`config.mk`:
```
export PLATFORM = sky130hd
export DESIGN_NAME = spi_frame_receiver
export DESIGN_NICKNAME = d
export VERILOG_FILES = /design/src/rtl/spi_frame_pkg.sv /design/src/rtl/spi_frame_receiver.sv
export SDC_FILE = /design/constraint.sdc
export NUM_CORES = 1
export LEC_CHECK = 0
export BUFFER_PORTS_ARGS = -buffer_cell sky130_fd_sc_hd__buf_2
export CORE_MARGIN = 2
export CORE_UTILIZATION = 60
export CTS_BUF_LIST = sky130_fd_sc_hd__clkbuf_4
export CTS_CLUSTER_DIAMETER = 60
export CTS_CLUSTER_SIZE = 25
export DETAILED_ROUTE_END_ITERATION = 6
export GPL_TIMING_DRIVEN = 0
export PLACE_DENSITY = 0.87
export SYNTH_ARGS = -nofsm -noshare
export SYNTH_HDL_FRONTEND = slang
export SYNTH_SLANG_ARGS = --single-unit
```
`constraint.sdc`:
```
create_clock -name clock -period 2.6 [get_ports clock]
set_input_delay 0.52 -clock clock [delete_from_list [all_inputs] [get_ports clock]]
set_output_delay 0.52 -clock clock [all_outputs]
set_load 0.03 [all_outputs]
```
`src/rtl/spi_frame_pkg.sv`:
```
// Shared types and constants for the SPI frame receiver: FSM state encoding,
// error_code values and the default command/address bytes.
package spi_frame_pkg;

  typedef enum logic [1:0] {
    WAIT_CMD  = 2'd0,
    WAIT_ADDR = 2'd1,
    PAYLOAD   = 2'd2,
    DRAIN     = 2'd3
  } state_e;

  localparam logic [1:0] ERR_NONE  = 2'd0;
  localparam logic [1:0] ERR_CMD   = 2'd1;
  localparam logic [1:0] ERR_ADDR  = 2'd2;
  localparam logic [1:0] ERR_SHORT = 2'd3;

  localparam logic [7:0] CMD_WRITE_DEF  = 8'h02;
  localparam logic [7:0] START_ADDR_DEF = 8'h00;

endpackage

```
`src/rtl/spi_frame_receiver.sv`:
```
// Assembles a command + address + payload SPI frame into a wide sensor word
// bus, publishing only complete frames and flagging malformed ones.
module spi_frame_receiver
  import spi_frame_pkg::*;
#(
  parameter int         NUM_SENSORS = 8,
  parameter logic [7:0] CMD_WRITE   = CMD_WRITE_DEF,
  parameter logic [7:0] START_ADDR  = START_ADDR_DEF
) (
  input  logic                      clock,
  input  logic                      reset_n,
  input  logic                      cs_n,
  input  logic [7:0]                rx_byte,
  input  logic                      rx_valid,
  output logic [32*NUM_SENSORS-1:0] frame_data,
  output logic                      frame_valid,
  output logic                      frame_error,
  output logic [1:0]                error_code,
  output logic [15:0]               frame_count
);

  localparam int PAYLOAD_BYTES = 4 * NUM_SENSORS;
  localparam int CNT_W         = $clog2(PAYLOAD_BYTES + 1);
  localparam int DATA_W        = 32 * NUM_SENSORS;
  localparam logic [CNT_W-1:0] LAST_IDX = CNT_W'(PAYLOAD_BYTES - 1);

  state_e             state_q, state_d;
  logic [CNT_W-1:0]   cnt_q, cnt_d;
  logic [DATA_W-1:0]  staging_q, staging_d;
  logic [DATA_W-1:0]  frame_data_q, frame_data_d;
  logic               frame_valid_q, frame_valid_d;
  logic               frame_error_q, frame_error_d;
  logic [1:0]         error_code_q, error_code_d;
  logic [15:0]        frame_count_q, frame_count_d;

  // Deasserted chip select wins over any byte arriving in the same cycle.
  always_comb begin
    state_d       = state_q;
    cnt_d         = cnt_q;
    staging_d     = staging_q;
    frame_data_d  = frame_data_q;
    frame_valid_d = 1'b0;
    frame_error_d = 1'b0;
    error_code_d  = error_code_q;
    frame_count_d = frame_count_q;

    if (cs_n) begin
      state_d   = WAIT_CMD;
      cnt_d     = '0;
      staging_d = '0;
      if (state_q == WAIT_ADDR || state_q == PAYLOAD) begin
        frame_error_d = 1'b1;
        error_code_d  = ERR_SHORT;
      end
    end else if (rx_valid) begin
      case (state_q)
        WAIT_CMD: begin
          if (rx_byte == CMD_WRITE) begin
            state_d = WAIT_ADDR;
          end else begin
            state_d       = DRAIN;
            frame_error_d = 1'b1;
            error_code_d  = ERR_CMD;
          end
        end
        WAIT_ADDR: begin
          if (rx_byte == START_ADDR) begin
            state_d = PAYLOAD;
            cnt_d   = '0;
          end else begin
            state_d       = DRAIN;
            frame_error_d = 1'b1;
            error_code_d  = ERR_ADDR;
          end
        end
        PAYLOAD: begin
          for (int i = 0; i < PAYLOAD_BYTES; i++) begin
            if (cnt_q == CNT_W'(i)) staging_d[8*i +: 8] = rx_byte;
          end
          cnt_d = cnt_q + CNT_W'(1);
          // The published copy includes the byte arriving this cycle.
          if (cnt_q == LAST_IDX) begin
            frame_data_d  = staging_d;
            frame_valid_d = 1'b1;
            frame_count_d = frame_count_q + 16'd1;
            state_d       = DRAIN;
          end
        end
        default: ;
      endcase
    end
  end

  always_ff @(posedge clock or negedge reset_n) begin
    if (!reset_n) begin
      state_q       <= WAIT_CMD;
      cnt_q         <= '0;
      staging_q     <= '0;
      frame_data_q  <= '0;
      frame_valid_q <= 1'b0;
      frame_error_q <= 1'b0;
      error_code_q  <= ERR_NONE;
      frame_count_q <= '0;
    end else begin
      state_q       <= state_d;
      cnt_q         <= cnt_d;
      staging_q     <= staging_d;
      frame_data_q  <= frame_data_d;
      frame_valid_q <= frame_valid_d;
      frame_error_q <= frame_error_d;
      error_code_q  <= error_code_d;
      frame_count_q <= frame_count_d;
    end
  end

  assign frame_data  = frame_data_q;
  assign frame_valid = frame_valid_q;
  assign frame_error = frame_error_q;
  assign error_code  = error_code_q;
  assign frame_count = frame_count_q;

endmodule
```
# Word-level counts from Yosys, hierarchy flattened
# Index checks and enable logic that the tools add are counted.
# word_totals
output_inout_bits,276
inputBits,12
ff_bits,540
elab_cells,125
# classes
muxes,61
eq_ne,39
n_bitwise,1
addsub,2
reduce_logical,14
# op_table
operator,count
256-bit 2-to-1 mux,3
8-bit 2-to-1 mux,32
"6-bit by 5-bit == test with 1-bit output, second input constant",16
"6-bit by 4-bit == test with 1-bit output, second input constant",8
"6-bit by 3-bit == test with 1-bit output, second input constant",4
2-bit 2-to-1 mux,9
6-bit 2-to-1 mux,3
"16-bit by 1-bit adder with 16-bit output, second input constant",1
"6-bit by 2-bit == test with 1-bit output, second input constant",2
6-bit one-hot mux with 2 select lines,1
1-bit 2-to-1 mux,10
"8-bit by 2-bit == test with 1-bit output, second input constant",1
8-bit zero test,1
"6-bit by 1-bit adder with 6-bit output, second input constant",1
"6-bit by 1-bit == test with 1-bit output, second input constant",1
6-bit zero test,1
"3-bit by 2-bit != test with 1-bit output, second input constant",2
"3-bit != test, second input constant",2
2-bit one-hot mux with 3 select lines,1
3-bit AND reduction,2
3-bit nonzero test,2
5-bit AND reduction,1
2-bit one-hot mux with 2 select lines,1
4-bit AND reduction,1
other kinds (10),11

# Longest topological paths before layout
# Gate-level depths: netlist (run 1).
# logic_depth
depth_word,5
depth_mapped,10
ltp_nobuf,7

# Least setup slack after synthesis (run 1)
# No wires, ideal clock.
# synth_path
kind,flip-flop to flip-flop
from,register cnt_q[0]
to,"register frame_count_q[3], in the netlist frame_count[3]"
arrival_time_ns,1.899
t_required_ns,2.465
period_less_slack_ns,2.034
slack_ns,0.566
path_stages_with_launch,11
setup_ns,0.135
path_buffers,4
path_cell_list,dfrtp_1 ha_1 buf_2 nand3b_2 or3_1 buf_2 buf_6 clkinv_2 buf_6 nand4_1 xnor2_1
# synth_between
elab_chain_cells,2
# synth_rtl
item,line_no,rtl
"start, declared",spi_frame_receiver.sv:28,"logic [CNT_W-1:0] cnt_q, cnt_d;"
"start signal, assigned",spi_frame_receiver.sv:106,cnt_q <= cnt_d;
6-bit by 5-bit == test with 1-bit output,spi_frame_receiver.sv:82,if (cnt_q == LAST_IDX) begin
4-bit AND reduction (no source line),n/a,
"end signal, assigned",spi_frame_receiver.sv:112,frame_count_q <= frame_count_d;
"end, declared",spi_frame_receiver.sv:34,"logic [15:0] frame_count_q, frame_count_d;"
# Every way passes these cells.
# A chain may end at the register's enable or synchronous reset.

# Worst setup path in the final report (run 1)
# layout_path
from,register cnt_q[1]
to,register staging_q[44]
# layout_between
elab_chain_cells,5
# layout_rtl
item,line_no,rtl
6-bit by 3-bit == test with 1-bit output,spi_frame_receiver.sv:78,if (cnt_q == CNT_W'(i)) staging_d[8*i +: 8] = rx_byte;
8-bit 2-to-1 mux,spi_frame_receiver.sv:78,
256-bit 2-to-1 mux,spi_frame_receiver.sv:56,case (state_q)
256-bit 2-to-1 mux,spi_frame_receiver.sv:55,end else if (rx_valid) begin
256-bit 2-to-1 mux,spi_frame_receiver.sv:47,if (cs_n) begin
"end signal, assigned",spi_frame_receiver.sv:107,staging_q <= staging_d;
"end, declared",spi_frame_receiver.sv:29,"logic [DATA_W-1:0] staging_q, staging_d;"
# Every way passes these cells. The select of a mux whose other input is x is not followed.

==> results of run 1 <==
==> cell usage after synthesis, types with 6 or more instances <==
cell type,count
buf_1,6
buf_2,50
nand2_2,12
nor3_1,15
dfrtp_1,532
a21oi_1,7
nor2_2,8
xnor2_1,15
nand2_1,358
inv_1,8
a31oi_1,20
nand3_1,10
o21ai_0,224
clkbuf_1,90
ha_1,8
nor2_1,26
a22o_1,248
mux2i_1,220
o21ai_1,6
nand4_1,11
o21ai_2,6
==> power breakdown <==
| part | leakage, uW | switching (uW) | internal [uW] |
|---|---|---|---|
| clock | 0.000325 | 2870 | 1190 |
| combinational | 0.00516 | 848 | 231 |
| sequential | 0.00743 | 34.9 | 8330 |
==> worst max-delay path by stage <==
stage	to	slack, ns	cells after the start
6_report	staging_q[44]	-0.04	6
5_1_grt	staging_q[41]	-0.07	6
4_1_cts	staging_q[151]	0.0001	9
3_5_place_dp	frame_data[29]	-0.49	10
3_3_place_gp	frame_count[13]	-9.07	1
2_1_floorplan	frame_count[3]	0.57	10
==> per-layer routing <==
layer  global-route usage  vias to the layer above
met5                    0                        -
met4                0.128                        2
met3               0.0830                      185
met2                0.510                     1011
met1                0.459                     8781
li1                     -                     7490
==> cell families (layout without fill, tap and decap cells) <==
group / after synthesis / in the layout / synth area share
buffers and inverters: 161 / 506 / 0.0317
XOR/XNOR: 17 / 17 / 0.00674
other: 0 / 1 / 0
flip-flops: 532 / 532 / 0.602
AO/OA/AOI/OAI: 519 / 519 / 0.163
adder cells (fa/ha/maj): 8 / 8 / 0.00453
AND/OR/NAND/NOR: 476 / 476 / 0.0920
multiplexers: 220 / 220 / 0.0996
==> repair_timing <==
item	4_1_cts	5_1_grt
setup endpoints to repair	248	350
hold buffers	1	0
gates resized for setup	8	21
setup buffers	1	4
endpoints found under the hold margin	123	0
==> flip-flops by register name, summed over array words and instances, names as in the netlist <==
register / cells
cnt_q: 6
error_code: 2
frame_count: 16
frame_data: 256
frame_error: 1
frame_valid: 1
staging_q: 248
state_q: 2
==> critical path: cells and delay by family, from the launching register on <==
kind / cells / cell delay [ns]
AND/OR/NAND/NOR: 3 / 1.51
flip-flops: 1 / 0.46
AO/OA/AOI/OAI: 1 / 0.25
adder cells (fa/ha/maj): 1 / 0.23
buffers and inverters: 1 / 0.13
==> area by class of cell <==
cell class	count	area, um^2	share of cell area
sequential	532	13300	0.535
multi-input combinational	1240	8140	0.327
timing repair buffer	287	1550	0.0624
buffer	151	681	0.0273
tap	468	586	0.0235
clock inverter	21	305	0.0123
clock buffer	38	285	0.0115
inverter	9	35.0	0.00141
antenna	1	2.50	0.000100
==> per-stage QoR <==
step | utilization | hold WS [ns] | cell area, um^2 | TNS (ns)
2_1_floorplan | - | 0.224 | 22100 | 0
3_3_place_gp | 0.661 | 0.458 | 24100 | -4863.57
3_5_place_dp | 0.664 | 0.460 | 24200 | -82.28
4_1_cts | 0.681 | 0.0383 | 24800 | 0
5_1_grt | 0.683 | 0.0651 | 24900 | -1.26
6_report | 0.683 | 0.0749 | 24900 | -0.401
==> impl_metrics.yaml, run 1 <==
outcome:
  status: "finished, violations left"
  violations: "negative setup slack"
sta:
  report.final.slew_viol_count: 0
  fin_crit_sh: 1.01
  clock_skew_ns: 0.0643
  worst_slack_ns: -0.0384
  fmax_mhz: 379
  period_needed_ns: 2.64
  timing.slew.headroom: 0.311
  rsz0062_at_grt: "true"
  hold_viol: 0
  setup_viol: 20
  worst_pin_slew_ns: 1.03
placement:
  portBuffers: 277
  dp_hpwl_mm: 43.5
  dpl_worst_slack_ns: -0.490
  place.gp.congestion: 0.927
  placed_cells: 2682
die:
  io-pin-count: 288
  start_util: 0.607
  die_h_um: 196
  core_area_mm2: 0.0364
  rows: 70
  die_area_mm2: 0.0384
  die_width_um: 196
worst_setup_path:
  path_cells: "inv_1 -> ha_1 -> nor3b_2 -> nand2_1 -> nor2_1 -> a22o_1"
  cp_max_fo: 8
  rr_worst_depth: 6
  endpoint_kind: "register"
  max_stage_delay_ns: 0.64
  regToRegEndpoint: "staging_q[44]"
  crit_slowest_cell: "nor3b_2"
  cp-start-kind: "register"
  reg2reg_from: "cnt_q[1]"
  r2r_slack_ns: -0.04
  setup.worst_path.start: "cnt_q[1]"
  critPathArrivalTime_ns: 3.34
  crit_type: "register to register"
  worstPathRequired_ns: 3.30
global_route:
  grt_use_total: 0.331
  gr-total-overflow: 0
  grt_pass1_vias: 17200
  grt_pass1_wl_mm: 98.0
  antenna_found_initial: 3
  grt_max_degree: 127
logic_synthesis:
  synth_ff_type: "dfrtp_1"
  yosysSeqAreaShare: 0.602
  synth_nets: 1953
  synth_area_leader_cell: "dfrtp_1"
  synth_top_cell_area_share: 0.602
  synth_edf_count: 0
  synth_area_mm2: 0.0221
  ys_warn_count: 0
  async_flop_share: 1.00
  synth_cell_types: 48
  yosys-top-cells-area: "dfrtp_1, mux2i_1, a22o_1, nand2_1, o21ai_0"
  avgSynthCellArea_um2: 11.4
  ys_seq_elements: 532
  syn_inst: 1933
drt:
  wl_per_cell_um: 23.3
  num_vias: 17500
  routed_wl_mm: 64.0
  vias_per_cell: 6.36
  dr.first_iter.drc_count: 2022
  drc_errors: 0
  topRoutingLayerUsed: "met5"
  wl_met1_mm: 25.7
  drtPass1Iterations: 6
  dr_wl_met3_mm: 6.55
  met2_wirelength_mm: 29.2
  ant_nets: 0
pwr:
  ir_worst_vdd_mv: 0.330
  power_uw: 13500
  p_leak_uw: 0.0129
  pwr_density_cell_mw_per_mm2: 543
clocking:
  cts_max_level: 2
  clk_path_buf_depth: 3
  cts-root-buf: "clkbuf_4"
  cts_buffers: 34
  clkSinkCount: 532
  clk_pin_slew_ns: 0.24
  tritoncts: "done"
  clock_latency_ns: 0.78
layout:
  fillCellCount: 2601
  finalNetCount: 2275
  finalNonFillerCells: 2747
  final_common_cell: "dfrtp_1"
  drive_above_1_share: 0.200
  syn2layout_area_growth_pct: 12.7
  mostFrequentLayoutCells: "dfrtp_1, nand2_1, buf_2, a22o_1, o21ai_0"
min_path:
  hold_depth: 3
  hold_class: "primary input to register"
  hp-start: "cs_n"
  whs_endpoint: "cnt_q[3]"
flow_run:
  max_cap_viol_count: 0
(Power assumes the default switching activity.)
==> inputs of run 2 (changes only) <==
clock period = 2.9 ns   (was 2.6 ns; I/O delays follow)
==> run 2 against run 1 <==
  * The run now ends clean
  * Cell area fell by 0.33%
  * Global-route usage is essentially flat
  * Flip-flop and latch count unchanged
  * Routed wire length rose by 0.12%
  * Setup slack improved by 0.20 ns
  * Critical path depth up 4
  * Utilization decreased by 0.22 points
  * Fmax down 3.5%
  * First-iteration DRC count fell by 3.8%
==> impl_metrics.yaml, run 2 (synthesized netlist as in run 1, its figures left out) <==
global_route:
  grt_use_total: 0.331
  gr-usage-met1: 0.460
  top_usage_layer: "met2"
  grt_use_met3: 0.0811
  antenna_found_initial: 3
  grt_pass1_vias: 17200
  gr-total-overflow: 0
  grt_pass1_wl_mm: 98.0
  grt_max_degree: 127
  use_met2: 0.510
drt:
  num_vias: 17600
  ant_nets: 0
  routed_wl_mm: 64.1
  drtPass1Iterations: 6
  dr.first_iter.drc_count: 1946
  drc_errors: 0
  wl_per_cell_um: 23.4
  vias_per_cell: 6.41
placement:
  dp_hpwl_mm: 43.5
  placed_cells: 2682
  dpl_worst_slack_ns: -0.190
  place.gp.congestion: 0.927
  place_area_mm2: 0.0242
  portBuffers: 277
clocking:
  clkSinkCount: 532
  cts_max_level: 2
  clk_pin_slew_ns: 0.25
  cts-root-buf: "clkbuf_4"
  post-cts-setup-buffers: 0
  clock_latency_ns: 0.81
  tritoncts: "done"
  clk_path_buf_depth: 3
  cts_buffers: 34
layout:
  syn2layout_area_growth_pct: 12.3
  final_common_cell: "dfrtp_1"
  largest_register_ffs: 256
  post-route-util: 0.681
  drive_above_1_share: 0.191
  mostFrequentLayoutCells: "dfrtp_1, nand2_1, buf_2, a22o_1, o21ai_0"
  fillCellCount: 2621
  finalNonFillerCells: 2744
  fin_area_mm2: 0.0248
  finalNetCount: 2271
worst_setup_path:
  crit_type: "register to register"
  worstPathRequired_ns: 3.51
  critPathArrivalTime_ns: 3.34
  cp_max_fo: 10
  cp-start-kind: "register"
  endpoint_kind: "register"
outcome:
  status: "completed"
sta:
  report.final.slew_viol_count: 0
  hold_viol: 0
  worst_pin_slew_ns: 1.06
  setup_viol: 0
  rsz0062_at_grt: "false"
  timing.slew.headroom: 0.295
  clock_skew_ns: 0.0922
  fin_crit_sh: 0.943
  worst_slack_ns: 0.165
  fmax_mhz: 366
  period_needed_ns: 2.73
die:
  die_h_um: 196
  die_area_mm2: 0.0384
  core_area_mm2: 0.0364
  start_util: 0.607
  rows: 70
  io-pin-count: 288
  die_width_um: 196
min_path:
  hold_class: "primary input to register"
pwr:
  ir_worst_vdd_mv: 0.298
  p_leak_uw: 0.0129
  pwr_density_cell_mw_per_mm2: 488
  power_uw: 12100
flow_run:
  max_cap_viol_count: 0
## run 2: cell count changes in the layout (fill, tap and decap cells not counted), sizes merged
cell / before / now
diode: 1 / 2
clkbuf: 132 / 129
buf: 343 / 342
## run 2: worst max-delay path, stage by stage, from the launching register on
cell and delay [ns]:
dfrtp_1 0.50, ha_1 0.17, buf_2 0.20, nand3b_4 0.19, or3_1 0.34, buf_2 0.22
buf_6 0.20, clkbuf_2 0.28, buf_2 0.27, nand2_1 0.07, o21ai_0 0.10
## run 2: report_power, final
part / internal, uW / switching [uW]
sequential: 7470 / 33.4
combinational: 200 / 751
clock: 1070 / 2590
total: 8740 / 3370
## run 2: layout make-up
| cell class | instances | area, um^2 | area share |
|---|---|---|---|
| Antenna cell | 2 | 5.00 | 0.000202 |
| Buffer | 152 | 669 | 0.0270 |
| Clock buffer | 38 | 285 | 0.0115 |
| Clock inverter | 21 | 305 | 0.0123 |
| Inverter | 9 | 35.0 | 0.00141 |
| Multi-Input combinational cell | 1240 | 8100 | 0.327 |
| Sequential cell | 532 | 13300 | 0.536 |
| Tap cell | 468 | 586 | 0.0236 |
| Timing Repair Buffer | 282 | 1520 | 0.0611 |
## run 2: path summary, 6_finish.rpt
path                            depth (start not counted)            start  slack [ns]         endpoint
worst max-delay path                                   10         cnt_q[0]        0.17  frame_data[225]
min in group asynchronous                               2          reset_n        0.47  frame_data[195]
worst min-delay path                                    3             cs_n        0.10         cnt_q[3]
worst max register to register                         10         cnt_q[0]        0.17  frame_data[225]
worst min register to register                          1  frame_count[15]        0.49  frame_count[15]
max in group asynchronous                               4          reset_n        0.76   frame_data[63]
## run 2: timing repair
action / in CTS / in global routing
setup endpoints to repair: 185 / 119
resized for setup: 4 / 2
hold endpoints to repair: 104 / 0
hold buffers: 1 / 0
## run 2: stage by stage
step	hold WS (ns)	setup TNS, ns
2_1_floorplan	0.284	0
6_report	0.100	0
3_5_place_dp	0.460	-15.99
3_3_place_gp	0.458	-4678.70
5_1_grt	0.131	0
4_1_cts	0.0983	0
## run 2: per-layer routing
layer	wire length, um	up-vias
met5	73	-
met4	2390	4
met3	6740	175
met2	29300	1039
met1	25500	8872
li1	-	7487
